## src/rtl/arith_op_sequencer.sv

```systemverilog
// Multi-cycle arithmetic sequencer: one-cycle ADD/SUB/INC/DEC, shift-add MUL, restoring DIV.
// Optional macro ARITH_SEQ_MUL_EARLY_TERM_EN ends MUL once the remaining multiplier is zero.
module arith_op_sequencer #(
  parameter int WORD_SIZE = 19,
  parameter int OPC_W     = 5
) (
  input  logic                 clk,
  input  logic                 rst,
  input  logic                 start,
  input  logic [OPC_W-1:0]     opcode,
  input  logic [WORD_SIZE-1:0] operand_1,
  input  logic [WORD_SIZE-1:0] operand_2,
  output logic                 busy,
  output logic                 done,
  output logic [WORD_SIZE-1:0] result,
  output logic [WORD_SIZE-1:0] result_hi,
  output logic                 carry_out,
  output logic                 div_by_zero,
  output logic                 illegal_op,
  output logic [1:0]           dbg_state
);

  localparam int CNT_W = $clog2(WORD_SIZE);
  localparam int W2    = 2 * WORD_SIZE;

  localparam logic [OPC_W-1:0] OP_ADD = OPC_W'(0);
  localparam logic [OPC_W-1:0] OP_SUB = OPC_W'(1);
  localparam logic [OPC_W-1:0] OP_MUL = OPC_W'(2);
  localparam logic [OPC_W-1:0] OP_DIV = OPC_W'(3);
  localparam logic [OPC_W-1:0] OP_INC = OPC_W'(4);
  localparam logic [OPC_W-1:0] OP_DEC = OPC_W'(5);

  typedef enum logic [1:0] {S_IDLE, S_EXEC, S_MUL_IT, S_DIV_IT} state_t;

  state_t               state_q, state_d;
  logic [OPC_W-1:0]     opc_q, opc_d;
  logic [WORD_SIZE-1:0] a_q, a_d;       // op1; shifts into the quotient during DIV
  logic [WORD_SIZE-1:0] b_q, b_d;       // op2; shifts right as the multiplier during MUL
  logic [CNT_W-1:0]     cnt_q, cnt_d;
  logic [W2-1:0]        acc_q, acc_d;
  logic [W2-1:0]        mcand_q, mcand_d;
  logic [WORD_SIZE-1:0] rem_q, rem_d;
  logic                 done_q, done_d;
  logic [WORD_SIZE-1:0] res_q, res_d;
  logic [WORD_SIZE-1:0] hi_q, hi_d;
  logic                 carry_q, carry_d;
  logic                 dbz_q, dbz_d;
  logic                 ill_q, ill_d;

  logic [WORD_SIZE:0]   wide;
  logic [W2-1:0]        acc_sum;
  logic [WORD_SIZE:0]   trial;
  logic [WORD_SIZE:0]   trial_diff;
  logic [WORD_SIZE-1:0] rem_n;
  logic [WORD_SIZE-1:0] quo_n;
  logic                 last_it;

  always_ff @(posedge clk or posedge rst) begin
    if (rst) begin
      state_q <= S_IDLE;
      opc_q   <= '0;
      a_q     <= '0;
      b_q     <= '0;
      cnt_q   <= '0;
      acc_q   <= '0;
      mcand_q <= '0;
      rem_q   <= '0;
      done_q  <= 1'b0;
      res_q   <= '0;
      hi_q    <= '0;
      carry_q <= 1'b0;
      dbz_q   <= 1'b0;
      ill_q   <= 1'b0;
    end else begin
      state_q <= state_d;
      opc_q   <= opc_d;
      a_q     <= a_d;
      b_q     <= b_d;
      cnt_q   <= cnt_d;
      acc_q   <= acc_d;
      mcand_q <= mcand_d;
      rem_q   <= rem_d;
      done_q  <= done_d;
      res_q   <= res_d;
      hi_q    <= hi_d;
      carry_q <= carry_d;
      dbz_q   <= dbz_d;
      ill_q   <= ill_d;
    end
  end

  always_comb begin
    state_d    = state_q;
    opc_d      = opc_q;
    a_d        = a_q;
    b_d        = b_q;
    cnt_d      = cnt_q;
    acc_d      = acc_q;
    mcand_d    = mcand_q;
    rem_d      = rem_q;
    done_d     = 1'b0;
    res_d      = res_q;
    hi_d       = hi_q;
    carry_d    = carry_q;
    dbz_d      = dbz_q;
    ill_d      = ill_q;
    wide       = '0;
    acc_sum    = b_q[0] ? (acc_q + mcand_q) : acc_q;
    trial      = {rem_q, a_q[WORD_SIZE-1]};
    trial_diff = trial - {1'b0, b_q};
    rem_n      = (trial >= {1'b0, b_q}) ? trial_diff[WORD_SIZE-1:0] : trial[WORD_SIZE-1:0];
    quo_n      = {a_q[WORD_SIZE-2:0], (trial >= {1'b0, b_q})};
    last_it    = (cnt_q == CNT_W'(WORD_SIZE - 1));

    case (state_q)
      S_IDLE: begin
        if (start) begin
          opc_d   = opcode;
          a_d     = operand_1;
          b_d     = operand_2;
          cnt_d   = '0;
          acc_d   = '0;
          mcand_d = {{WORD_SIZE{1'b0}}, operand_1};
          rem_d   = '0;
          carry_d = 1'b0;
          dbz_d   = 1'b0;
          ill_d   = 1'b0;
          if (opcode == OP_MUL)                             state_d = S_MUL_IT;
          else if (opcode == OP_DIV && operand_2 != '0)     state_d = S_DIV_IT;
          else                                              state_d = S_EXEC;
        end
      end

      S_EXEC: begin
        state_d = S_IDLE;
        done_d  = 1'b1;
        hi_d    = '0;
        carry_d = 1'b0;
        // Only a zero-divisor DIV reaches EXEC; MUL never does.
        case (opc_q)
          OP_ADD: begin
            wide    = {1'b0, a_q} + {1'b0, b_q};
            res_d   = wide[WORD_SIZE-1:0];
            carry_d = wide[WORD_SIZE];
          end
          OP_SUB: begin
            wide    = {1'b0, a_q} - {1'b0, b_q};
            res_d   = wide[WORD_SIZE-1:0];
            carry_d = wide[WORD_SIZE];
          end
          OP_INC: begin
            wide    = {1'b0, a_q} + (WORD_SIZE+1)'(1);
            res_d   = wide[WORD_SIZE-1:0];
            carry_d = wide[WORD_SIZE];
          end
          OP_DEC: begin
            wide    = {1'b0, a_q} - (WORD_SIZE+1)'(1);
            res_d   = wide[WORD_SIZE-1:0];
            carry_d = wide[WORD_SIZE];
          end
          OP_DIV: begin
            res_d = '1;
            hi_d  = a_q;
            dbz_d = 1'b1;
          end
          default: begin
            res_d = '0;
            ill_d = 1'b1;
          end
        endcase
      end

      S_MUL_IT: begin
        acc_d   = acc_sum;
        mcand_d = mcand_q << 1;
        b_d     = b_q >> 1;
        cnt_d   = cnt_q + 1'b1;
`ifdef ARITH_SEQ_MUL_EARLY_TERM_EN
        if (last_it || b_q[WORD_SIZE-1:1] == '0) begin
`else
        if (last_it) begin
`endif
          state_d = S_IDLE;
          done_d  = 1'b1;
          res_d   = acc_sum[WORD_SIZE-1:0];
          hi_d    = acc_sum[W2-1:WORD_SIZE];
          carry_d = |acc_sum[W2-1:WORD_SIZE];
        end
      end

      S_DIV_IT: begin
        rem_d = rem_n;
        a_d   = quo_n;
        cnt_d = cnt_q + 1'b1;
        if (last_it) begin
          state_d = S_IDLE;
          done_d  = 1'b1;
          res_d   = quo_n;
          hi_d    = rem_n;
          carry_d = 1'b0;
        end
      end

      default: state_d = S_IDLE;
    endcase
  end

  assign busy        = (state_q != S_IDLE);
  assign done        = done_q;
  assign result      = res_q;
  assign result_hi   = hi_q;
  assign carry_out   = carry_q;
  assign div_by_zero = dbz_q;
  assign illegal_op  = ill_q;
  assign dbg_state   = state_q;

endmodule

```

## config.mk

```make
export PLATFORM = sky130hd
export DESIGN_NAME = arith_op_sequencer
export DESIGN_NICKNAME = d
export VERILOG_FILES = /design/src/rtl/arith_op_sequencer.sv
export SDC_FILE = /design/constraint.sdc
export NUM_CORES = 1
export LEC_CHECK = 0
export CORE_UTILIZATION = 30
export CTS_BUF_LIST = sky130_fd_sc_hd__clkbuf_4 sky130_fd_sc_hd__clkbuf_8
export CTS_CLUSTER_SIZE = 40
export DETAILED_ROUTE_END_ITERATION = 10
export SLEW_MARGIN = 20
export SYNTH_ARGS = -nofsm -noshare
export SYNTH_HDL_FRONTEND = slang
export SYNTH_SLANG_ARGS = --single-unit
```

## constraint.sdc

```tcl
create_clock -name clk -period 8 [get_ports clk]
set_input_delay 1.6 -clock clk [delete_from_list [all_inputs] [get_ports clk]]
set_output_delay 1.6 -clock clk [all_outputs]
set_load 0.05 [all_outputs]
```

== Word-level counts from Yosys, hierarchy flattened ==
Index checks and enable logic that the tools add are counted.
Widths: inputs -> output; s select.

* Add/sub/neg operators: 7
* Magnitude comparators: 1
* Equality and inequality tests: 16
* Mux-type cells: 38
* Reduce and logical (&&, ||, !) cells: 22

{| class="wikitable"
|+ Operators with widths
! cell !! number
|-
| $mux 19 || 9
|-
| $pmux 38 s2 || 2
|-
| $mux 38 || 3
|-
| $pmux 19 s2 || 3
|-
| $pmux 19 s3 || 2
|-
| $pmux 19 s5 || 1
|-
| $add 38x38->38 || 1
|-
| $add 19x1->20 const B || 1
|-
| $add 19x19->20 || 1
|-
| $ge 20x19->1 || 1
|-
| $sub 19x1->20 const B || 1
|-
| $sub 19x19->20 || 1
|-
| $reduce_bool 19->1 || 1
|-
| $reduce_or 19->1 || 1
|-
| $sub 19x19->19 || 1
|-
| $eq 5x2->1 const B || 3
|-
| $reduce_and 3->1 || 4
|-
| $eq 5x3->1 const B || 2
|-
| $ne 2x2->1 const B || 5
|-
| $pmux 5 s2 || 1
|-
| $reduce_and 2->1 || 5
|-
| $reduce_bool 2->1 || 5
|-
| $mux 2 || 4
|-
| $pmux 1 s4 || 2
|-
| other kinds (16) || 24
|}

* Flip-flop bits (word level): 187
* Input port bits: 46
* Output and inout port bits: 45
* Word-level logic and storage cells: 98

== Logic depth before layout (Yosys ltp) ==
Gate-level depths: netlist of the first run.

* Depth after elaboration: 6
* Mapped depth: 16
* Gate-level depth less buffers: 15

== Worst setup path before layout of the first run ==
OpenSTA, ideal clock, no wires.

* Kind: reg-to-reg
* Start: register a_q[18]
* End: register hi_q[6] (netlist: result_hi[6])
* Library setup time: 141 ps
* Data arrival time: 3317 ps
* Data required time: 7859 ps
* Slack: 4542 ps
* Stages on the path, launching flop included: 17
* Buffers on the path: 2
* Period minus slack after synthesis: 3458 ps
* Cells stage by stage: dfrtp_1 -> clkbuf_1 -> inv_1 -> ha_1 -> fa_1 -> nand2b_1 -> a21boi_0 -> o21ai_0 -> a211o_1 -> nand4b_1 -> nand2_1 -> and4_1 -> nor2_2 -> buf_2 -> mux2_2 -> nand2_1 -> a31oi_1

* Word-level cells in the longest chain between the ends: 4
* Elaborated cells between the ends (all ways): 5
* Those cells by class: add/sub: 1; order compare: 1; mux: 3

{| class="wikitable"
|+ RTL lines
! element !! RTL line !! RTL
|-
| from (decl) || 37 || <nowiki>logic [WORD_SIZE-1:0] a_q, a_d;</nowiki>
|-
| from (signal assigned) || 62 || <nowiki>a_q <= '0;</nowiki>
|-
| from (signal assigned) || 77 || <nowiki>a_q <= a_d;</nowiki>
|-
| $sub 19x19->19 / $ge 20x19->1 (equally long branches) || 110, 111 ||
|-
| $mux 19 (*) || 111 || <nowiki>rem_n = (trial >= {1'b0, b_q}) ? trial_diff[WORD_SIZE-1:0] : trial[WORD_SIZE-1:0];</nowiki>
|-
| $mux 19 (*) || 195 || <nowiki>if (last_it) begin</nowiki>
|-
| $pmux 19 s3 (*) || 115 || <nowiki>case (state_q)</nowiki>
|-
| to (signal assigned) || 85 || <nowiki>hi_q <= hi_d;</nowiki>
|-
| to (decl) || 45 || <nowiki>logic [WORD_SIZE-1:0] hi_q, hi_d;</nowiki>
|}

Mark *: on every way between the ends. The rest lies on a longest branch, timed or not. The select of a mux whose other input is x is not followed.
A chain may end at the register's enable or synchronous reset.

== Final worst setup path of the first run ==
* Start: register b_q[0]
* End: register hi_q[8] (netlist: result_hi[8])

* Word-level cells in the longest chain between the ends: 4
* Elaborated cells between the ends (all ways): 7
* Those cells by class: add/sub: 1; order compare: 1; mux: 5

{| class="wikitable"
|+ RTL lines
! element !! RTL line !! RTL
|-
| from (decl) || 38 || <nowiki>logic [WORD_SIZE-1:0] b_q, b_d;</nowiki>
|-
| from (signal assigned) || 63 || <nowiki>b_q <= '0;</nowiki>
|-
| from (signal assigned) || 78 || <nowiki>b_q <= b_d;</nowiki>
|-
| $sub 19x19->19 / $ge 20x19->1 (equally long branches) || 110, 111 ||
|-
| $mux 19 || 111 ||
|-
| $mux 19 || 195 ||
|-
| $pmux 19 s3 (*) || 115 ||
|}

Marked as above.

==> metrics.md, run 1 <==
| Metric | Value |
|---|---|
| CP Capture Type | `flop` |
| Hold Crit Start | `mcand_q[36]` |
| Mapped Avg Cell Area | `8.10 um^2` |
| Hold-critical path depth | `2` |
| H-tree depth | `4` |
| Reg2Reg Capture Point | `result_hi[8]` |
| Drt wl/cell | `21.1 um` |
| Final Hold Vio Count | `0` |
| Via density | `5.55` |
| Worst R2R Start | `b_q[0]` |
| Final setup violation count | `0` |
| CP most frequent cell | `nand2_1` |
| # DRC | `0` |
| YS warnings | `0` |
| WHS Endpoint | `mcand_q[36]` |
| Vias in the first global route | `13123` |
| IO buf count | `90` |
| Fin. max-slew vios | `0` |
| Syn Nets | `1953` |
| TNS Setup | `0 ns` |
| Rel. slew slack | `0.294` |
| CP max-delay cell | `nor2_4` |
| Post-Synthesis Cells | `1801` |
| Worst-path clk slew | `0.12 ns` |
| Clock Latency Late Sink | `0.53 ns` |
| TritonCTS clock tree | `yes` |
| Design Power | `5.14 mW` |
| Final worst setup slack | `3.77 ns` |
| DRT Pass-1 Iters | `6` |
| CTS Root Cell | `clkbuf_8` |
| Placed Cells | `2413` |
| Slowest Stage Delay on Critical Path | `0.57 ns` |
| Post-DP HPWL | `39.0 mm` |
| Core area | `47800 um^2` |
| ANT cells | `0` |
| Mapped Area | `14600 um^2` |
| Async S/R FF share, synth | `1.00` |
| Reg2Reg Depth | `14` |
| #FFs+latches synth | `187` |
| Largest net degree at the start of global routing | `118` |
| Post-layout util | `0.343` |
| CP max FO | `62` |
| Filler-free cell count of the finished design | `2445` |
| Hold-fix buffer count after cts | `0` |
| I/O pins | `91` |
| Die span in y | `223 um` |
| RSZ-0062 raised after global routing | `false` |
| Sequential area share after synthesis | `0.321` |
| Die area | `49500 um^2` |
| Leak | `7.05 nW` |
| GRT overflow | `0` |
| Setup slack, reg-to-reg | `3.77 ns` |
| WHS | `0.512 ns` |
| 1st-iter DRT viols | `1245` |
| Max-cap check violation count | `0` |
| Crit Path Class | `reg2reg` |
| Die W | `223 um` |
| Layout Skew | `0.0219 ns` |
| Hold WC Path Type | `reg2reg` |
| Area grow syn2layout | `12.5%` |
| Fin crit period | `4.23 ns` |
| EDFF count, synth | `0` |
| Final instance area | `16400 um^2` |
| Layout cells sized above 1 | `0.0634` |
| Unique masters post-synth | `84` |
| Final ANT Viol Nets | `0` |
| Tot GR Track Use | `0.209` |
| Dpl ws | `3.53 ns` |
| WL final | `51.6 mm` |
| Final worst path period share | `0.528` |
| First-pass GRT wire length | `79.6 mm` |
| Total CTS buffers | `17` |
| CTS max path bufs | `2` |
| Nets@finish | `1969` |
| Worst vdd ir | `0.000135 V` |
| CP Data Required Time | `8.38 ns` |
| CTS resizes | `0` |
| Worst endpoint data arrival time | `4.61 ns` |
| Top FF cell, synth | `dfrtp_1` |
| Worst path cell trace | `buf_4 -> ha_1 -> fa_1 -> nand2b_1 -> a21boi_0 -> o21ai_0 -> a211o_1 -> nand4b_1 -> nand2_1 -> and4_1 -> nor2_4 -> mux2_2 -> nand2_1 -> a31oi_1` |
| Via Count | `13569` |
| Initial antenna violation count | `0` |
| Setup bufs post-CTS | `0` |
| Clock net sink count | `187` |
| Max Freq | `237 MHz` |
| Run status | `finished clean` |
| GPL Wtd Cong | `0.975` |
| Startpoint Class | `flop` |
| Placed Area | `16000 um^2` |
| Worst Tran Pin Value | `1.06 ns` |
| Pwr/cell area | `313 nW/um^2` |
| # rows | `80` |
| Starting density of the core | `0.305` |
layer usage:
layer	global-route usage	part of all wire	vias to the layer above
met5	0	0	-
met4	0.0836	0.035	0
met2	0.344	0.47	414
li1	-	-	6477
met3	0.0275	0.055	74
met1	0.277	0.44	6604
flip-flops by register name, indices dropped and copies added, names as in the netlist, 19 cells and up:
signal	flops
mcand_q	38
acc_q	38
b_q	19
rem_q	19
result_hi	19
a_q	19
result	19
worst max-delay path: cells and delay by family (launching register included):
family | cells | cell delay (ns)
compound gates | 4 | 0.85
fa+ha+maj | 2 | 0.75
buf+inv | 1 | 0.35
flops | 1 | 0.41
mux | 1 | 0.41
simple gates | 6 | 1.28
cell usage after synthesis (4+ instances only):
| cell | n | area, um^2 |
|---|---|---|
| nor4_1 | 14 | 87.6 |
| o221ai_1 | 6 | 52.6 |
| xor2_1 | 25 | 219 |
| nand3_1 | 59 | 295 |
| nor2b_1 | 10 | 62.6 |
| a21boi_0 | 6 | 45.0 |
| o211ai_1 | 19 | 143 |
| a221oi_1 | 4 | 35.0 |
| ha_1 | 102 | 1280 |
| nand2b_1 | 16 | 100 |
| nor3_1 | 43 | 215 |
| or3_1 | 9 | 56.3 |
| a31oi_1 | 44 | 275 |
| nand2_1 | 304 | 1140 |
| a22oi_1 | 5 | 37.5 |
| nand4_1 | 15 | 93.8 |
| xnor2_1 | 49 | 429 |
| a211o_1 | 6 | 52.6 |
| mux2_2 | 36 | 405 |
| o21ai_0 | 182 | 911 |
| o21a_1 | 9 | 67.6 |
| dfrtp_1 | 187 | 4680 |
| o21ai_1 | 6 | 30.0 |
| a21o_1 | 36 | 270 |
| fa_1 | 4 | 80.1 |
| a21oi_1 | 126 | 631 |
| clkbuf_1 | 88 | 330 |
| o31ai_1 | 7 | 52.6 |
| buf_2 | 9 | 45.0 |
| inv_1 | 65 | 244 |
| a22o_1 | 4 | 35.0 |
| mux2i_1 | 66 | 661 |
| and2_1 | 12 | 75.1 |
| mux2_1 | 4 | 45.0 |
| o22ai_1 | 8 | 50.1 |
| nor2_1 | 99 | 372 |
| a211oi_1 | 17 | 128 |
| and3_1 | 10 | 62.6 |
| buf_1 | 11 | 41.3 |
| o21bai_1 | 5 | 37.5 |
cell usage in the layout (no fill, tap or decap), types with 5 or more instances in the layout:
master | Yosys | final
o21ai_1 | 6 | 5
a31oi_1 | 44 | 44
o21ai_0 | 182 | 182
a22oi_1 | 5 | 5
nand3_1 | 59 | 59
a211o_1 | 6 | 6
nor2b_1 | 10 | 10
o221ai_1 | 6 | 6
a21oi_1 | 126 | 126
or3_1 | 9 | 9
nor4_1 | 14 | 14
a21o_1 | 36 | 36
clkdlybuf4s50_1 | 0 | 90
buf_4 | 0 | 17
ha_1 | 102 | 100
inv_6 | 0 | 5
clkbuf_8 | 0 | 18
and3_1 | 10 | 10
o21a_1 | 9 | 9
mux2i_1 | 66 | 65
o211ai_1 | 19 | 19
o31ai_1 | 7 | 7
a211oi_1 | 17 | 17
inv_1 | 65 | 64
nor3_1 | 43 | 43
mux2_2 | 36 | 36
o22ai_1 | 8 | 8
o21bai_1 | 5 | 5
nand4_1 | 15 | 15
dfrtp_1 | 187 | 186
xnor2_1 | 49 | 49
a21boi_0 | 6 | 5
nand2b_1 | 16 | 16
xor2_1 | 25 | 25
nand2_1 | 304 | 304
and2_1 | 12 | 12
nor2_1 | 99 | 98
layout make-up:
cell class	instances	area, um^2
clock buffer	19	255
clock inverter	13	150
fill	4974	31400
inverter	67	259
multi-input combinational	1437	9270
sequential	187	4680
tap	615	769
timing repair buffer	107	1030
worst max path at each step:
stage          slack (ns)         start            to
2_1_floorplan        1.31           rst        a_q[0]
3_3_place_gp         3.62        b_q[0]  result_hi[6]
3_5_place_dp         3.53         start     acc_q[13]
4_1_cts              3.81  dbg_state[1]          busy
5_1_grt              3.49        b_q[0]  result_hi[8]
6_report             3.77        b_q[0]  result_hi[8]
power by group:
part           internal, mW  switching (mW)
Combinational          1.01            1.86
Sequential             1.17           0.404
Clock                 0.248           0.438
Total                  2.43            2.71
cell families (layout without fill, tap and decap cells):
| kind of cell | count (synthesis) | in the layout | share of synthesized area |
|---|---|---|---|
| and+or+nand+nor | 615 | 615 | 0.190 |
| AOI/OAI and AO/OA | 535 | 535 | 0.228 |
| DFF | 187 | 187 | 0.321 |
| buffers and inverters | 177 | 206 | 0.0473 |
| muxes | 107 | 107 | 0.0772 |
| adders and majority gates | 106 | 106 | 0.0929 |
| xor gates and xnor gates | 74 | 74 | 0.0444 |
(Power assumes the default switching activity.)
==> run 2: changes to the inputs <==
- clock period: 8 -> 3.6 ns (I/O delays scaled with it)
==> metrics.md, run 2 (same netlist as run 1, synthesis figures left out) <==
| Metric | Value |
|---|---|
| Run status | `finished clean` |
| Final worst path period share | `0.951` |
| CTS resizes | `0 (unchanged)` |
| Clock net sink count | `187 (unchanged)` |
| # DRC | `0 (unchanged)` |
| CP Data Required Time | `2.88 ns (-5.50 ns)` |
| Critical path depth | `5 (-9)` |
| GRT overflow | `0 (unchanged)` |
| Design Power | `12.0 mW (+130%)` |
| Worst R2R Start | `mcand_q[0]` |
| RSZ-0062 raised after global routing | `true` |
| Worst Tran Pin Value | `0.850 ns (-0.209 ns)` |
| Via density | `5.53 (-0.32%)` |
| WL final | `54.1 mm (+4.8%)` |
| Vias in the first global route | `13619 (+3.8%)` |
| 1st-iter DRT viols | `1056 (-15%)` |
| Worst Path Buf+Inv | `4 (+3)` |
| Clock Latency Late Sink | `0.55 ns (+0.02 ns)` |
| Cell family with most CP delay | `buffers and inverters` |
| GPL Wtd Cong | `0.928 (-4.7%)` |
| Reg2Reg Depth | `14 (unchanged)` |
| Hold-critical path depth | `2 (unchanged)` |
| Via Count | `13819 (+1.8%)` |
| Starting density of the core | `0.305 (unchanged)` |
| Setup slack, reg-to-reg | `0.22 ns (-3.55 ns)` |
| Nets@finish | `2022 (+2.7%)` |
| Worst vdd ir | `0.000329 V (+140%)` |
| Fin crit period | `3.42 ns` |
| H-tree depth | `4 (unchanged)` |
| Area grow syn2layout | `16.2%` |
| CP max FO | `9 (-85%)` |
| Initial antenna violation count | `0 (unchanged)` |
| TNS Setup | `0 ns (unchanged)` |
| TritonCTS clock tree | `yes` |
| Worst endpoint data arrival time | `2.70 ns (-1.91 ns)` |
| Setup bufs post-CTS | `0 (unchanged)` |
| Die span in y | `223 um (unchanged)` |
| Post-layout util | `0.355 (+0.0115)` |
| Total CTS buffers | `17 (unchanged)` |
| Startpoint Class | `flop` |
| CTS Root Cell | `clkbuf_8` |
| ANT cells | `0 (unchanged)` |
| Tot GR Track Use | `0.219 (+0.00958)` |
| IO buf count | `90 (unchanged)` |
| Layout Skew | `0.0204 ns (-0.00153 ns)` |
| Max-cap check violation count | `0 (unchanged)` |
| Hold-fix buffer count after cts | `0 (unchanged)` |
| Most frequent cells in the layout | `304 x nand2_1, 186 x dfrtp_1, 178 x o21ai_0, 124 x a21oi_1` |
| Filler cells | `4946 (-0.56%)` |
| Final worst setup slack | `0.177 ns (-3.60 ns)` |
| Max Freq | `292 MHz` |
| CP max-delay cell | `clkdlybuf4s50_1` |
| Final Hold Vio Count | `0 (unchanged)` |
| Slowest Stage Delay on Critical Path | `0.87 ns (+0.30 ns)` |
| CP most frequent cell | `inv_1` |
| WHS | `0.511 ns (-0.000177 ns)` |
| Final ANT Viol Nets | `0 (unchanged)` |
| Worst-path clk slew | `0.13 ns (about the same)` |
| I/O pins | `91 (unchanged)` |
| Post-DP HPWL | `42.1 mm (+8.0%)` |
| DRT Pass-1 Iters | `7 (+1)` |
| Final setup violation count | `0 (unchanged)` |
| Layout cells sized above 1 | `0.0951 (+0.0317)` |
| Die W | `223 um (unchanged)` |
| Reg2Reg Capture Point | `carry_out` |
| Pwr/cell area | `706 nW/um^2 (+130%)` |
| Crit Path Class | `reg2out` |
| Filler-free cell count of the finished design | `2498 (+2.2%)` |
| Final instance area | `17000 um^2 (+3.3%)` |
| Worst path cell trace | `inv_1 -> ha_1 -> buf_4 -> inv_1 -> clkdlybuf4s50_1` |
| Capture point of the worst path | `busy` |
| Rel. slew slack | `0.433 (+0.140)` |
| Drt wl/cell | `21.7 um (+2.6%)` |
| # rows | `80 (unchanged)` |
| Leak | `7.35 nW (+4.3%)` |
| Hold WC Path Type | `reg2reg` |
| Placed Cells | `2466 (+2.2%)` |
| Fin. max-slew vios | `0 (unchanged)` |
| Start point of the critical path | `dbg_state[1]` |
| Die area | `49500 um^2 (unchanged)` |
| Placed Area | `16500 um^2 (+2.9%)` |
| Core area | `47800 um^2 (unchanged)` |
| Top Registers | `acc_q x38, mcand_q x38` |
| First-pass GRT wire length | `82.7 mm (+3.8%)` |
| Largest net degree at the start of global routing | `68 (-42%)` |
| Dpl ws | `0.0423 ns (-3.49 ns)` |
| Commonest non-fill, non-tap cell in the layout | `nand2_1` |
| CTS max path bufs | `2 (unchanged)` |
| CP Capture Type | `output port` |
==> run 2: changes by cell type in the layout (fill, tap and decap cells not counted), moves of 2 or more <==
cell        previous run  this run
buf_12                 0         6
bufinv_16              0         2
a21oi_1              126       124
ha_1                 100        98
nor4_1                14        12
clkinvlp_4             1         3
nor4_2                 2         4
ha_2                   1         3
buf_4                 17        64
o21ai_1                5         9
a21oi_2                3         5
inv_6                  5         3
o21ai_0              182       178
==> run 2: area by class of cell <==
cell class	count	area, um^2	area share
clock buffer	18	248	0.0146
clock inverter	14	200	0.0118
multi-input combinational	1437	9310	0.549
timing repair buffer	160	1500	0.0885
inverter	67	255	0.0150
sequential	187	4680	0.276
tap	615	769	0.0454
==> run 2: where the power goes <==
part | switching [mW] | internal [mW] | total [mW]
Combinational | 4.51 | 2.52 | 7.03
Clock | 0.963 | 0.680 | 1.64
Sequential | 0.689 | 2.61 | 3.30
Total | 6.16 | 5.80 | 12.0
==> run 2: metal layers <==
| metal | part of all wire | vias to the layer above | global-route usage |
|---|---|---|---|
| met2 | 0.46 | 436 | 0.352 |
| met3 | 0.055 | 74 | 0.0372 |
| met4 | 0.037 | 0 | 0.0890 |
| met1 | 0.45 | 6732 | 0.291 |
| met5 | 0 | - | 0 |
| li1 | - | 6577 | - |
==> run 2: worst register-to-register path: stages (launching register included) <==
cell	delay [ns]
dfrtp_1	0.43
ha_1	0.23
inv_1	0.07
fa_1	0.39
nand2b_1	0.19
a21oi_2	0.17
o211a_1	0.22
o211ai_1	0.11
o211ai_1	0.20
a21o_1	0.24
or4b_1	0.44
o311ai_0	0.16
a211o_1	0.20
nor4_2	0.06
o211ai_1	0.19
==> run 2: worst min-delay path by stage <==
stage	from	end	slack, ns
finish	acc_q[37]	acc_q[37]	0.51
global route	mcand_q[19]	mcand_q[19]	0.54
CTS	acc_q[37]	acc_q[37]	0.51
detailed placement	acc_q[37]	acc_q[37]	0.48
global placement	acc_q[37]	acc_q[37]	0.47
floorplan	acc_q[21]	acc_q[21]	0.46
